[src/rtl/seek_f_pipe.sv]
// Multi-lane seek_f offset: f = ((e_top + e_low) << SHIFT) - e_top - c_top, mod 2^OW.
// Two-stage valid/ready pipeline with full backpressure and a delivered-beat counter.

module seek_f_lane #(
    parameter int DW    = 15,
    parameter int SHIFT = 20,
    parameter int OW    = DW + 3
) (
    input  logic          clk,
    input  logic          reset,
    input  logic          ld1,
    input  logic          ld2,
    input  logic          mode,
    input  logic [DW-1:0] c,
    input  logic [DW-1:0] e,
    output logic [OW-1:0] f
);
    logic [DW-2:0] s_d, s_q;
    logic [2:0]    k_d, k_q;
    logic [OW-1:0] f_d, f_q;

    always_comb begin
        s_d = s_q;
        k_d = k_q;
        f_d = f_q;
        if (ld1) begin
            // s is one bit wider than the low field, so the carry-in never overflows
            s_d = {1'b0, e[DW-3:0]} + {{(DW-2){1'b0}}, e[DW-2]};
            k_d = mode ? 3'd0 : {2'b00, e[DW-2]} + {1'b0, c[DW-1:DW-2]};
        end
        if (ld2)
            f_d = (OW'(s_q) << SHIFT) - OW'(k_q);
    end

    always_ff @(posedge clk) begin
        if (reset) begin
            s_q <= '0;
            k_q <= '0;
            f_q <= '0;
        end else begin
            s_q <= s_d;
            k_q <= k_d;
            f_q <= f_d;
        end
    end

    assign f = f_q;
endmodule

module seek_f_pipe #(
    parameter int DW    = 15,
    parameter int SHIFT = 20,
    parameter int OW    = DW + 3,
    parameter int LANES = 4
) (
    input  logic                  clk,
    input  logic                  reset,
    input  logic                  in_valid,
    output logic                  in_ready,
    input  logic                  in_mode,
    input  logic [LANES*DW-1:0]   in_c,
    input  logic [LANES*DW-1:0]   in_e,
    output logic                  out_valid,
    input  logic                  out_ready,
    output logic [LANES*OW-1:0]   out_f,
    output logic [15:0]           beat_cnt
);
    // vld_pipe[1] = stage 1 occupied, vld_pipe[2] = output stage occupied
    logic [2:1]  vld_pipe_d, vld_pipe_q;
    logic [15:0] beat_cnt_d, beat_cnt_q;
    logic        ld1, ld2;

    always_comb begin
        ld2        = !vld_pipe_q[2] || out_ready;
        in_ready   = !vld_pipe_q[1] || ld2;
        ld1        = in_valid && in_ready;
        vld_pipe_d = vld_pipe_q;
        if (in_ready)
            vld_pipe_d[1] = in_valid;
        if (ld2)
            vld_pipe_d[2] = vld_pipe_q[1];
        beat_cnt_d = beat_cnt_q + 16'(vld_pipe_q[2] && out_ready);
    end

    always_ff @(posedge clk) begin
        if (reset) begin
            vld_pipe_q <= '0;
            beat_cnt_q <= '0;
        end else begin
            vld_pipe_q <= vld_pipe_d;
            beat_cnt_q <= beat_cnt_d;
        end
    end

    for (genvar i = 0; i < LANES; i++) begin : g_lane
        seek_f_lane #(.DW(DW), .SHIFT(SHIFT), .OW(OW)) u_lane (
            .clk   (clk),
            .reset (reset),
            .ld1   (ld1),
            .ld2   (ld2 && vld_pipe_q[1]),
            .mode  (in_mode),
            .c     (in_c[i*DW +: DW]),
            .e     (in_e[i*DW +: DW]),
            .f     (out_f[i*OW +: OW])
        );
    end

    assign out_valid = vld_pipe_q[2];
    assign beat_cnt  = beat_cnt_q;
endmodule

[config.mk]
export PLATFORM = sky130hd
export DESIGN_NAME = seek_f_pipe
export DESIGN_NICKNAME = d
export VERILOG_FILES = /design/src/rtl/seek_f_pipe.sv
export SDC_FILE = /design/constraint.sdc
export NUM_CORES = 1
export LEC_CHECK = 0
export ABC_AREA = 1
export BUFFER_PORTS_ARGS = -buffer_cell sky130_fd_sc_hd__buf_4
export CORE_MARGIN = 2
export CORE_UTILIZATION = 35
export CTS_CLUSTER_SIZE = 24
export DETAILED_ROUTE_END_ITERATION = 12
export GPL_TIMING_DRIVEN = 0
export PLACE_DENSITY = 0.77
export SYNTH_ARGS = -nofsm -noshare
export SYNTH_HDL_FRONTEND = slang
export SYNTH_HIERARCHICAL = 1
export SYNTH_SLANG_ARGS = --single-unit
[constraint.sdc]
create_clock -name clk -period 1.65 [get_ports clk]
set_input_delay 0.33 -clock clk [delete_from_list [all_inputs] [get_ports clk]]
set_output_delay 0.33 -clock clk [all_outputs]
set_load 0.02 [all_outputs]
==> metrics.txt, run 1 <==
# TYPE chip_impl_metric gauge
chip_impl_info{name="run_status",value="complete, no violations"} 1
chip_impl_metric{name="power.static_leakage",unit="nW"} 1.90
chip_impl_metric{name="floorplan.initialDensity",unit="%"} 36.0
chip_impl_info{name="end_kind",value="register"} 1
chip_impl_metric{name="cts_hold_buf",unit=""} 0
chip_impl_metric{name="synth_seq_area_share",unit="%"} 35.3
chip_impl_metric{name="clk_pin_slew_worst_paths",unit="ns"} 0.08
chip_impl_metric{name="synth_simple_gate_area_share",unit="%"} 25.5
chip_impl_metric{name="drtAntennaViolNets",unit=""} 0
chip_impl_info{name="netlist_top_cells_area",value="dfxtp_1 (35%), buf_4 (16%), nand2_1 (8.1%)"} 1
chip_impl_metric{name="switchingPower",unit="µW"} 783
chip_impl_metric{name="max-cap-violations",unit=""} 0
chip_impl_metric{name="area_growth",unit="%"} 39.6
chip_impl_metric{name="yosys.cell_types.count",unit=""} 25
chip_impl_metric{name="first_global_vias",unit=""} 2163
chip_impl_metric{name="drt-pass1-iter-count",unit=""} 5
chip_impl_metric{name="max-clock-path-buffers",unit=""} 2
chip_impl_metric{name="reg2regPathDepth",unit=""} 9
chip_impl_info{name="synthDominantAreaCellType",value="dfxtp_1"} 1
chip_impl_metric{name="worst_tran_pin_value",unit="ns"} 0.585
chip_impl_metric{name="chipHeight",unit="µm"} 90.3
chip_impl_metric{name="syn_inst",unit=""} 364
chip_impl_metric{name="net_sw_share",unit="%"} 29.8
chip_impl_metric{name="routed_wire_length_per_instance",unit="µm"} 10.1
chip_impl_metric{name="initialDrtViolationCount",unit=""} 84
chip_impl_metric{name="power.internal",unit="mW"} 1.84
chip_impl_metric{name="share_seq_of_total_power",unit="%"} 46.0
chip_impl_metric{name="clkLatencyLatePin",unit="ns"} 0.30
chip_impl_metric{name="port_buffers",unit=""} 106
chip_impl_metric{name="mappedNetlistNets",unit=""} 504
chip_impl_metric{name="power.share.combinational",unit="%"} 26.7
chip_impl_metric{name="fin_setup_tns",unit="ns"} 0
chip_impl_metric{name="whs_path_depth",unit=""} 3
chip_impl_metric{name="final.hold.worst_slack",unit="ns"} 0.317
chip_impl_metric{name="placeableCoreArea",unit="µm²"} 7250
chip_impl_metric{name="power.density_cell_area",unit="nW/µm²"} 721
chip_impl_metric{name="drt_wl_total",unit="µm"} 5860
chip_impl_metric{name="cts.repair.resized",unit=""} 1
chip_impl_info{name="main_combinational_cell_family_by_area_after_synthesis",value="simple AND/OR/NAND/NOR gates"} 1
chip_impl_info{name="criticalPathCategory",value="register to register"} 1
chip_impl_metric{name="yosysWarningCount",unit=""} 6
chip_impl_metric{name="synth_compound_area_share",unit="%"} 7.19
chip_impl_info{name="hp-class",value="primary input to register"} 1
chip_impl_info{name="worstSetupStartpointType",value="register"} 1
chip_impl_metric{name="drcViolationCount",unit=""} 0
chip_impl_metric{name="fmaxAchievable",unit="GHz"} 0.663
chip_impl_metric{name="top_level_ports",unit=""} 215
chip_impl_metric{name="vias_after_detailed_routing",unit=""} 2477
chip_impl_metric{name="grt_start_max_net_pins",unit=""} 26
chip_impl_metric{name="n_antenna_cell",unit=""} 0
chip_impl_metric{name="final_period_minus_worst_setup_slack",unit="ns"} 1.51
chip_impl_metric{name="cts.sinks",unit=""} 46
chip_impl_metric{name="worstPathRequired",unit="ns"} 1.85
chip_impl_metric{name="fin_skew",unit="ns"} 0.00132
chip_impl_info{name="critical_path.reg2reg.startpoint",value="vld_pipe_q[2]"} 1
chip_impl_metric{name="cts_made_buffers",unit=""} 5
chip_impl_metric{name="die_area",unit="µm²"} 8160
chip_impl_metric{name="power.share.clock",unit="%"} 27.3
chip_impl_metric{name="post_synth_xor_area_fraction",unit="%"} 0.336
chip_impl_info{name="root_buffer_cell",value="clkbuf_8"} 1
chip_impl_metric{name="dpl_worst_slack",unit="ns"} -0.127
chip_impl_metric{name="chipWidth",unit="µm"} 90.3
chip_impl_info{name="worst_hold_path.endpoint",value="vld_pipe_q[1]"} 1
chip_impl_metric{name="finalWeightedCongestion",unit=""} 0.817
chip_impl_metric{name="vias_per_std_cell",unit=""} 4.29
chip_impl_metric{name="finalCritPeriodShare",unit="%"} 91.4
chip_impl_metric{name="postSynthRegisterBits",unit=""} 46
chip_impl_metric{name="max-vdd-ir-drop",unit="mV"} 0.355
chip_impl_metric{name="ff2ff_setup_slack",unit="ns"} 0.14
chip_impl_metric{name="synth_top_cell_area_share",unit="%"} 35.3
chip_impl_info{name="hold_start",value="in_valid"} 1
chip_impl_metric{name="finalMaxSlewViolations",unit=""} 0
chip_impl_metric{name="final_core_util",unit="%"} 50.2
chip_impl_metric{name="fillerInstances",unit=""} 687
chip_impl_info{name="clock_tree_from_tritoncts",value="done"} 1
chip_impl_info{name="unrepaired_setup_endpoints_after_global_routing",value="no"} 1
chip_impl_metric{name="critical_path_peak_fanout",unit=""} 5
chip_impl_metric{name="grt-ovfl-total",unit=""} 0
chip_impl_metric{name="groute.usage.overall",unit="%"} 14.2
chip_impl_metric{name="row_count",unit=""} 31
chip_impl_metric{name="cts_htree_levels",unit=""} 2
chip_impl_metric{name="timing.max_slew.rel_slack",unit="%"} 60.9
chip_impl_metric{name="initial_antenna_violation_count",unit=""} 0
chip_impl_metric{name="avg_synthesized_cell_area",unit="µm²"} 7.17
chip_impl_metric{name="grt_pass1_wl",unit="µm"} 9520
chip_impl_metric{name="post_cts.repair.setup_buffers",unit=""} 0
chip_impl_metric{name="worst-endpoint-arrival",unit="ns"} 1.71
chip_impl_metric{name="nets",unit=""} 617
chip_impl_metric{name="synth.cell_area",unit="µm²"} 2610
chip_impl_metric{name="setup-violations-final",unit=""} 0
chip_impl_metric{name="post_route_cells_drive_above_1_share",unit="%"} 40.6
chip_impl_metric{name="setup_slack_after_layout",unit="ns"} 0.142
chip_impl_info{name="ff_to_ff_end",value="beat_cnt[10]"} 1
chip_impl_metric{name="detailedPlacementHpwl",unit="µm"} 4490
chip_impl_metric{name="yosys.area_share.adder",unit="%"} 7.19
chip_impl_metric{name="synth_mux_area_share",unit="%"} 0
chip_impl_metric{name="hold_violations",unit=""} 0
==> per-stage QoR <==
| stage | area (µm²) | power (mW) | instances |
|---|---|---|---|
| 5_1_grt | 3640 | 2.76 | 577 |
| 6_report | 3640 | 2.63 | 577 |
| 4_1_cts | 3620 | 2.66 | 577 |
| 3_5_place_dp | 3530 | 1.94 | 569 |
| 3_3_place_gp | 3530 | 1.93 | 569 |
| 2_1_floorplan | 2610 | 1.66 | 364 |
==> layer usage <==
| metal | global-route usage (%) | up-vias | wire [µm] | part of all wire (%) |
|---|---|---|---|---|
| li1 | - | 1294 | - | - |
| met1 | 17.3 | 1076 | 2600 | 44 |
| met2 | 22.9 | 101 | 2580 | 44 |
| met3 | 5.84 | 6 | 599 | 10 |
| met4 | 4.36 | 0 | 70 | 1.2 |
| met5 | 0 | - | 0 | 0 |
==> state kept, by name, indices dropped and copies added, names as in the netlist <==
signal             cells
g_lane.u_lane/k_q     12
g_lane.u_lane/f       16
vld_pipe_q             2
beat_cnt              16
==> worst max path at each step <==
stage | start | to | slack (ns)
5_1_grt | vld_pipe_q[2] | beat_cnt[14] | 0.008
2_1_floorplan | vld_pipe_q[2] | beat_cnt[14] | 0.1
3_3_place_gp | out_ready | g_lane[0].u_lane/f[3] | -0.1
6_report | vld_pipe_q[2] | beat_cnt[10] | 0.14
3_5_place_dp | out_ready | g_lane[0].u_lane/f[3] | -0.13
4_1_cts | vld_pipe_q[2] | g_lane[0].u_lane/f[3] | 0.009
==> worst max-delay path, stage by stage, from the launching register on <==
cell and delay, ns:
dfxtp_4 0.39, nand2_1 0.05, inv_1 0.07, ha_1 0.20, ha_2 0.22, nand3_2 0.10, inv_2 0.10, nand3b_1 0.10
o21ai_1 0.13, nor2_1 0.05
==> synth_stat cells <==
cell / count
buf_4: 56
nand2_1: 56
inv_1: 54
nor2_1: 51
dfxtp_1: 46
a21oi_1: 22
nand3_1: 22
ha_1: 15
o21ai_0: 10
nor2_2: 9
nor3_1: 4
nand2_2: 3
inv_2: 2
nand3_2: 2
nand4_1: 2
a211oi_1: 1
a21o_1: 1
buf_2: 1
clkinv_1: 1
nand3b_1: 1
nor2_4: 1
nor2b_1: 1
o21a_1: 1
o21ai_1: 1
xor2_1: 1
==> final cells by class <==
| type | count | area (µm²) | share of cell area [%] |
|---|---|---|---|
| timing repair buffer | 106 | 796 | 21.8 |
| clock buffer | 7 | 86.3 | 2.37 |
| tap | 99 | 124 | 3.40 |
| buffer | 57 | 425 | 11.7 |
| inverter | 57 | 214 | 5.87 |
| sequential | 46 | 930 | 25.5 |
| clock inverter | 1 | 5.00 | 0.137 |
| multi-input combinational | 204 | 1060 | 29.2 |
==> kinds of logic after synthesis <==
kind of cell | Yosys count
buf+inv | 114
compound gates | 36
fa+ha+maj | 15
simple gates | 152
flops | 46
xor+xnor | 1
==> layout by cell type, fill, tap and decap left out, drive strengths merged <==
cell	instances
ha	15
clkinv	2
a21oi	22
clkbuf	7
o21ai	11
nor3	4
nand3	24
nand3b	1
nor2	61
nor2b	1
nand4	2
buf	163
a211oi	1
xor2	1
dfxtp	46
inv	56
nand2	59
o21a	1
a21o	1
==> power by group through the flow <==
| stage | combinational [mW] | clock [mW] | sequential [mW] |
|---|---|---|---|
| global placement | 0.698 | 0 | 1.23 |
| detailed placement | 0.708 | 0 | 1.23 |
| finish | 0.702 | 0.716 | 1.21 |
| global route | 0.760 | 0.786 | 1.22 |
| floorplan | 0.399 | 0 | 1.26 |
| CTS | 0.709 | 0.739 | 1.21 |
No activity file was read; power rests on OpenSTA's default activity.
==> inputs of run 2 (changes only) <==
--- a/config.mk
+++ b/config.mk
@@ -7,12 +7,14 @@
 export LEC_CHECK = 0
 export ABC_AREA = 1
 export BUFFER_PORTS_ARGS = -buffer_cell sky130_fd_sc_hd__buf_4
+export CELL_PAD_IN_SITES_DETAIL_PLACEMENT = 1
+export CELL_PAD_IN_SITES_GLOBAL_PLACEMENT = 1
 export CORE_MARGIN = 2
-export CORE_UTILIZATION = 35
+export CORE_UTILIZATION = 23
 export CTS_CLUSTER_SIZE = 24
 export DETAILED_ROUTE_END_ITERATION = 12
 export GPL_TIMING_DRIVEN = 0
-export PLACE_DENSITY = 0.77
+export PLACE_DENSITY_LB_ADDON = 0.1
 export SYNTH_ARGS = -nofsm -noshare
 export SYNTH_HDL_FRONTEND = slang
 export SYNTH_HIERARCHICAL = 1
==> run 2 against run 1 <==
Sequential power hardly changed; register-to-register slack better by 0.02 ns; die area grew 50%; maximum frequency is 1.4% higher; critical path type unchanged.
==> metrics.txt, run 2 (synthesized netlist as in run 1, its figures left out) <==
# TYPE chip_impl_metric gauge
chip_impl_info{name="final_common_cell",value="buf_4"} 1
chip_impl_metric{name="n_antenna_cell",unit=""} 0
chip_impl_metric{name="cp_num_cells",unit=""} 9
chip_impl_metric{name="detailedPlacementHpwl",unit="µm"} 5700
chip_impl_info{name="cpMaxStageDelayCell",value="dfxtp_4"} 1
chip_impl_metric{name="nets",unit=""} 618
chip_impl_info{name="crit_path_cell_trace",value="nand2_1 -> inv_2 -> ha_4 -> ha_2 -> nand3_2 -> inv_2 -> nand3b_1 -> o21ai_1 -> nor2_1"} 1
chip_impl_metric{name="p_total",unit="mW"} 2.91
chip_impl_metric{name="initialDrtViolationCount",unit=""} 69
chip_impl_metric{name="finalWeightedCongestion",unit=""} 0.749
chip_impl_metric{name="grt-ovfl-total",unit=""} 0
chip_impl_info{name="ff_to_ff_end",value="beat_cnt[10]"} 1
chip_impl_metric{name="dpl_worst_slack",unit="ns"} -0.275
chip_impl_metric{name="post_route_cells_drive_above_1_share",unit="%"} 41.1
chip_impl_metric{name="critical_path_peak_fanout",unit=""} 5
chip_impl_metric{name="fin_skew",unit="ns"} 0.00801
chip_impl_metric{name="drtAntennaViolNets",unit=""} 0
chip_impl_metric{name="initial_antenna_violation_count",unit=""} 0
chip_impl_metric{name="chipHeight",unit="µm"} 111
chip_impl_metric{name="row_count",unit=""} 38
chip_impl_metric{name="port_buffers",unit=""} 106
chip_impl_metric{name="grt_start_max_net_pins",unit=""} 26
chip_impl_metric{name="vias_per_std_cell",unit=""} 4.07
chip_impl_metric{name="clkLatencyLatePin",unit="ns"} 0.28
chip_impl_metric{name="worstPathRequired",unit="ns"} 1.83
chip_impl_metric{name="first_global_vias",unit=""} 2489
chip_impl_metric{name="standard_cell_area_after_detailed_placement",unit="µm²"} 3580
chip_impl_metric{name="top_level_ports",unit=""} 215
chip_impl_info{name="criticalPathCategory",value="register to register"} 1
chip_impl_metric{name="critPathBufInv",unit=""} 2
chip_impl_metric{name="reg2regPathDepth",unit=""} 9
chip_impl_info{name="critPathLaunch",value="vld_pipe_q[2]"} 1
chip_impl_metric{name="max-clock-path-buffers",unit=""} 2
chip_impl_metric{name="chipWidth",unit="µm"} 111
chip_impl_metric{name="place.detailed.instances",unit=""} 610
chip_impl_metric{name="clk_pin_slew_worst_paths",unit="ns"} 0.06
chip_impl_metric{name="max-cap-violations",unit=""} 0
chip_impl_info{name="run_status",value="complete, no violations"} 1
chip_impl_info{name="end_kind",value="register"} 1
chip_impl_metric{name="floorplan.initialDensity",unit="%"} 23.9
chip_impl_metric{name="drt_wl_total",unit="µm"} 7270
chip_impl_info{name="root_buffer_cell",value="clkbuf_16"} 1
chip_impl_metric{name="routed_wire_length_per_instance",unit="µm"} 11.8
chip_impl_metric{name="placeableCoreArea",unit="µm²"} 10900
chip_impl_metric{name="final_cell_area",unit="µm²"} 3770
chip_impl_metric{name="power.density_cell_area",unit="nW/µm²"} 774
chip_impl_metric{name="critical_path.max_stage_delay",unit="ns"} 0.38
chip_impl_metric{name="groute.usage.overall",unit="%"} 12.1
chip_impl_metric{name="vias_after_detailed_routing",unit=""} 2511
chip_impl_metric{name="final_cells",unit=""} 617
chip_impl_info{name="worstSetupStartpointType",value="register"} 1
chip_impl_metric{name="worst-endpoint-arrival",unit="ns"} 1.67
chip_impl_metric{name="drcViolationCount",unit=""} 0
chip_impl_metric{name="drt-pass1-iter-count",unit=""} 4
chip_impl_metric{name="grt_pass1_wl",unit="µm"} 12400
chip_impl_info{name="crit_end",value="beat_cnt[10]"} 1
chip_impl_metric{name="area_growth",unit="%"} 44.4
chip_impl_metric{name="setup-violations-final",unit=""} 0
chip_impl_metric{name="cts.sinks",unit=""} 46
chip_impl_metric{name="worst_tran_pin_value",unit="ns"} 0.632
chip_impl_metric{name="cts_hold_buf",unit=""} 0
chip_impl_metric{name="max-vdd-ir-drop",unit="mV"} 0.369
chip_impl_info{name="critical_path.reg2reg.startpoint",value="vld_pipe_q[2]"} 1
chip_impl_metric{name="final_period_minus_worst_setup_slack",unit="ns"} 1.49
chip_impl_metric{name="ff2ff_setup_slack",unit="ns"} 0.16
chip_impl_metric{name="hold_violations",unit=""} 0
chip_impl_info{name="worst_path_dominant_cell_family",value="flip-flops"} 1
chip_impl_metric{name="fmaxAchievable",unit="GHz"} 0.672
chip_impl_metric{name="die_area",unit="µm²"} 12200
chip_impl_metric{name="timing.max_slew.rel_slack",unit="%"} 57.8
chip_impl_info{name="final_cell_mix",value="buf_4 (163), nand2_1 (56), inv_1 (53), nor2_1 (51), dfxtp_1 (41)"} 1
chip_impl_metric{name="cts_made_buffers",unit=""} 5
chip_impl_metric{name="cts_htree_levels",unit=""} 2
chip_impl_metric{name="finalMaxSlewViolations",unit=""} 0
chip_impl_metric{name="setup_slack_after_layout",unit="ns"} 0.163
chip_impl_info{name="hp-class",value="primary input to register"} 1
chip_impl_info{name="clock_tree_from_tritoncts",value="done"} 1
chip_impl_metric{name="power.static_leakage",unit="nW"} 1.92
chip_impl_info{name="critical-path-top-cell-by-count",value="inv_2"} 1
chip_impl_metric{name="finalCritPeriodShare",unit="%"} 90.1
chip_impl_info{name="unrepaired_setup_endpoints_after_global_routing",value="no"} 1
==> run 2: where the power goes <==
part | total, mW | internal (mW) | switching [mW]
clock network | 0.988 | 0.586 | 0.402
registers | 1.21 | 1.16 | 0.0550
logic | 0.716 | 0.352 | 0.364
total | 2.91 | 2.09 | 0.821
==> run 2: worst min path at each step <==
| stage | slack (ns) | to | depth (start not counted) | startpoint |
|---|---|---|---|---|
| 6_report | 0.32 | vld_pipe_q[1] | 3 | in_valid |
| 5_1_grt | 0.36 | vld_pipe_q[1] | 3 | in_valid |
| 4_1_cts | 0.33 | vld_pipe_q[1] | 3 | in_valid |
| 3_5_place_dp | 0.48 | g_lane[0].u_lane/k_q[1] | 2 | g_lane[0].u_lane/k_q[1] |
| 3_3_place_gp | 0.47 | g_lane[3].u_lane/f[0] | 2 | g_lane[3].u_lane/f[0] |
| 2_1_floorplan | 0.40 | g_lane[0].u_lane/k_q[0] | 1 | reset |
==> run 2: per-layer routing <==
layer | up-vias | global-route usage, % | wire, µm
met5 | - | 0 | 0
met4 | 0 | 2.75 | 52
met3 | 4 | 3.95 | 506
met2 | 78 | 18.9 | 3210
met1 | 1130 | 16.3 | 3510
li1 | 1299 | - | -
==> run 2: worst reg2reg max path: stages (launching register included) <==
cell and delay, ns:
dfxtp_4 0.38, nand2_1 0.06, inv_2 0.07, ha_4 0.14, ha_2 0.20, nand3_2 0.12
inv_2 0.11, nand3b_1 0.11, o21ai_1 0.14, nor2_1 0.05
==> run 2: cell type report <==
cell class | instances | area, µm²
tap | 140 | 175
fill | 1364 | 7170
inverter | 57 | 214
clock buffer | 6 | 139
sequential | 46 | 930
buffer | 57 | 425
timing repair buffer | 107 | 803
multi-input combinational | 204 | 1080
==> run 2: timing repair <==
action                                 4_1_cts  5_1_grt
setup endpoints to repair                   16       62
pin swaps                                    0        0
buffers inserted                             0        1
resized for setup                            2       10
endpoints found under the hold margin        0        0
==> run 2: stage by stage <==
step	TNS [ns]	util, %	hold slack (ns)
after global routing	0	34.4	0.360
after CTS	0	34.1	0.327
after floorplan	0	-	0.399
after detailed placement	-3.48	32.8	0.479
after global placement	-3.30	32.8	0.473
final	0	34.4	0.322
==> inputs of run 3 (changes only) <==
--- a/config.mk
+++ b/config.mk
@@ -6,7 +6,7 @@
 export NUM_CORES = 1
 export LEC_CHECK = 0
 export ABC_AREA = 1
-export BUFFER_PORTS_ARGS = -buffer_cell sky130_fd_sc_hd__buf_4
+export BUFFER_PORTS_ARGS = -buffer_cell sky130_fd_sc_hd__buf_2
 export CELL_PAD_IN_SITES_DETAIL_PLACEMENT = 1
 export CELL_PAD_IN_SITES_GLOBAL_PLACEMENT = 1
 export CORE_MARGIN = 2
@@ -15,6 +15,7 @@
 export DETAILED_ROUTE_END_ITERATION = 12
 export GPL_TIMING_DRIVEN = 0
 export PLACE_DENSITY_LB_ADDON = 0.1
+export SETUP_SLACK_MARGIN = 0.15
 export SYNTH_ARGS = -nofsm -noshare
 export SYNTH_HDL_FRONTEND = slang
 export SYNTH_HIERARCHICAL = 1
==> run 3 against run 2 <==
Critical path depth is the same; largest cell class is now multi-input gates; largest power group unchanged; total power increased by 2.4%; clock skew shrank 0.0017 ns.
==> metrics.txt, run 3 (synthesized netlist as in run 1, its figures left out) <==
# TYPE chip_impl_metric gauge
chip_impl_metric{name="net_sw_share",unit="%"} 28.0
chip_impl_metric{name="hold_violations",unit=""} 0
chip_impl_metric{name="finalMaxSlewViolations",unit=""} 0
chip_impl_metric{name="power.share.combinational",unit="%"} 21.5
chip_impl_info{name="hold_start",value="in_valid"} 1
chip_impl_info{name="final_common_cell",value="buf_2"} 1
chip_impl_metric{name="fin_skew",unit="ns"} 0.00629
chip_impl_metric{name="max-vdd-ir-drop",unit="mV"} 0.420
chip_impl_metric{name="fmaxAchievable",unit="GHz"} 0.693
chip_impl_metric{name="fin_setup_tns",unit="ns"} 0
chip_impl_metric{name="clkLatencyLatePin",unit="ns"} 0.28
chip_impl_metric{name="n_antenna_cell",unit=""} 0
chip_impl_metric{name="drt_wl_total",unit="µm"} 7280
chip_impl_metric{name="wl_met3",unit="µm"} 451
chip_impl_metric{name="routed_wire_length_per_instance",unit="µm"} 11.7
chip_impl_info{name="final_cell_mix",value="buf_2 (106), buf_4 (59), nand2_1 (55), inv_1 (52), nor2_1 (51)"} 1
chip_impl_metric{name="final.hold.worst_slack",unit="ns"} 0.377
chip_impl_metric{name="grt_start_max_net_pins",unit=""} 26
chip_impl_metric{name="drcViolationCount",unit=""} 0
chip_impl_info{name="run_status",value="complete, no violations"} 1
chip_impl_metric{name="switchingPower",unit="µW"} 835
chip_impl_metric{name="chipWidth",unit="µm"} 111
chip_impl_metric{name="final_core_util",unit="%"} 32.7
chip_impl_metric{name="final_cell_area",unit="µm²"} 3580
chip_impl_metric{name="finalCritPeriodShare",unit="%"} 87.4
chip_impl_metric{name="max-clock-path-buffers",unit=""} 2
chip_impl_info{name="criticalPathCategory",value="register to register"} 1
chip_impl_metric{name="power.internal",unit="mW"} 2.15
chip_impl_metric{name="timing.max_slew.rel_slack",unit="%"} 58.2
chip_impl_metric{name="chipHeight",unit="µm"} 111
chip_impl_metric{name="power.share.clock",unit="%"} 38.0
chip_impl_metric{name="post_route_cells_drive_above_1_share",unit="%"} 41.7
chip_impl_metric{name="nets",unit=""} 621
chip_impl_info{name="unrepaired_setup_endpoints_after_global_routing",value="yes"} 1
chip_impl_metric{name="grt-ovfl-total",unit=""} 0
chip_impl_metric{name="groute.usage.overall",unit="%"} 11.5
chip_impl_metric{name="initial_antenna_violation_count",unit=""} 0
chip_impl_metric{name="die_area",unit="µm²"} 12200
chip_impl_metric{name="max-cap-violations",unit=""} 0
chip_impl_metric{name="worstPathRequired",unit="ns"} 1.83
chip_impl_metric{name="power.density_cell_area",unit="nW/µm²"} 833
chip_impl_metric{name="drtAntennaViolNets",unit=""} 0
chip_impl_info{name="hp-class",value="primary input to register"} 1
chip_impl_metric{name="initialDrtViolationCount",unit=""} 58
chip_impl_metric{name="finalWeightedCongestion",unit=""} 0.742
chip_impl_metric{name="share_seq_of_total_power",unit="%"} 40.5
chip_impl_metric{name="final_period_minus_worst_setup_slack",unit="ns"} 1.44
chip_impl_info{name="clock_tree_from_tritoncts",value="done"} 1
chip_impl_metric{name="top_level_ports",unit=""} 215
chip_impl_info{name="worstSetupStartpointType",value="register"} 1
chip_impl_metric{name="power.static_leakage",unit="nW"} 1.91
chip_impl_metric{name="setup-violations-final",unit=""} 0
chip_impl_metric{name="area_growth",unit="%"} 37.2
chip_impl_metric{name="clk_pin_slew_worst_paths",unit="ns"} 0.06
chip_impl_info{name="critPathLaunch",value="vld_pipe_q[2]"} 1
chip_impl_metric{name="placeableCoreArea",unit="µm²"} 10900
chip_impl_info{name="critical_path.reg2reg.startpoint",value="vld_pipe_q[2]"} 1
chip_impl_metric{name="cts_htree_levels",unit=""} 2
chip_impl_metric{name="standard_cell_area_after_detailed_placement",unit="µm²"} 3320
chip_impl_metric{name="worst_tran_pin_value",unit="ns"} 0.627
chip_impl_metric{name="drt-pass1-iter-count",unit=""} 4
chip_impl_metric{name="vias_per_std_cell",unit=""} 3.98
chip_impl_metric{name="wirelength_met1",unit="µm"} 3620
chip_impl_info{name="root_buffer_cell",value="clkbuf_16"} 1
chip_impl_metric{name="floorplan.initialDensity",unit="%"} 23.9
chip_impl_metric{name="cts_made_buffers",unit=""} 5
chip_impl_metric{name="grt_pass1_wl",unit="µm"} 11800
chip_impl_metric{name="cts.sinks",unit=""} 46
chip_impl_info{name="end_kind",value="register"} 1
chip_impl_metric{name="vias_after_detailed_routing",unit=""} 2475
chip_impl_metric{name="port_buffers",unit=""} 106
chip_impl_metric{name="detailedPlacementHpwl",unit="µm"} 5390
chip_impl_metric{name="first_global_vias",unit=""} 2433
chip_impl_info{name="maxUsedRoutingLayer",value="met4"} 1
chip_impl_metric{name="critical_path_peak_fanout",unit=""} 6
chip_impl_metric{name="worst-endpoint-arrival",unit="ns"} 1.62
chip_impl_metric{name="fillerInstances",unit=""} 1382
chip_impl_metric{name="row_count",unit=""} 38
chip_impl_metric{name="met2_wirelength",unit="µm"} 3150
## run 3: area by class of cell
cell class	instances	area (µm²)	area share, %
repair buffers	109	556	15.5
flip-flops and latches	46	932	26.0
well taps	140	175	4.89
clock buffers	7	133	3.70
inverters	57	220	6.15
plain buffers	57	425	11.9
clock inverters	1	30.0	0.839
multi-input cells	205	1110	31.0
## run 3: metrics by stage
stage	total power [mW]	instances	setup WS (ns)
after detailed placement	1.87	610	-0.327
after global routing	3.16	622	0.0782
after global placement	1.86	610	-0.298
after CTS	3.04	618	0.157
final	2.98	622	0.207
after floorplan	1.66	364	0.203
## run 3: worst max-delay path, stage by stage, from the launching register on
cell and delay (ns):
dfxtp_4 0.41, nand2_1 0.08, inv_2 0.08, ha_4 0.15
ha_4 0.15, nand3_4 0.10, inv_4 0.10, nand3b_1 0.09
o21ai_1 0.14, nor2_1 0.05
## run 3: timing repair
item | CTS | global route
hold buffers | 0 | 0
buffers inserted | 0 | 3
resized for setup | 10 | 8
cloned | 0 | 1
pin swaps | 1 | 2
setup endpoints to repair | 80 | 50
## run 3: final timing paths
check / end / slack, ns / cells past startpoint
hold / removal: vld_pipe_q[1] / 0.38 / 3
setup / recovery: beat_cnt[10] / 0.21 / 9
setup reg to reg: beat_cnt[10] / 0.21 / 9
hold reg to reg: g_lane[3].u_lane/f[0] / 0.48 / 2
## run 3: power groups by stage
stage	clock, mW	sequential [mW]	combinational [mW]
floorplan	0	1.26	0.399
global placement	0	1.23	0.634
detailed placement	0	1.23	0.638
CTS	1.19	1.21	0.639
global route	1.24	1.22	0.707
finish	1.13	1.21	0.641
## run 3: routing by layer
layer  GRT usage, %  vias to the layer above
met2           18.1                       76
met5              0                        -
li1               -                     1313
met1           15.7                     1081
met3           3.35                        5
met4           2.25                        0
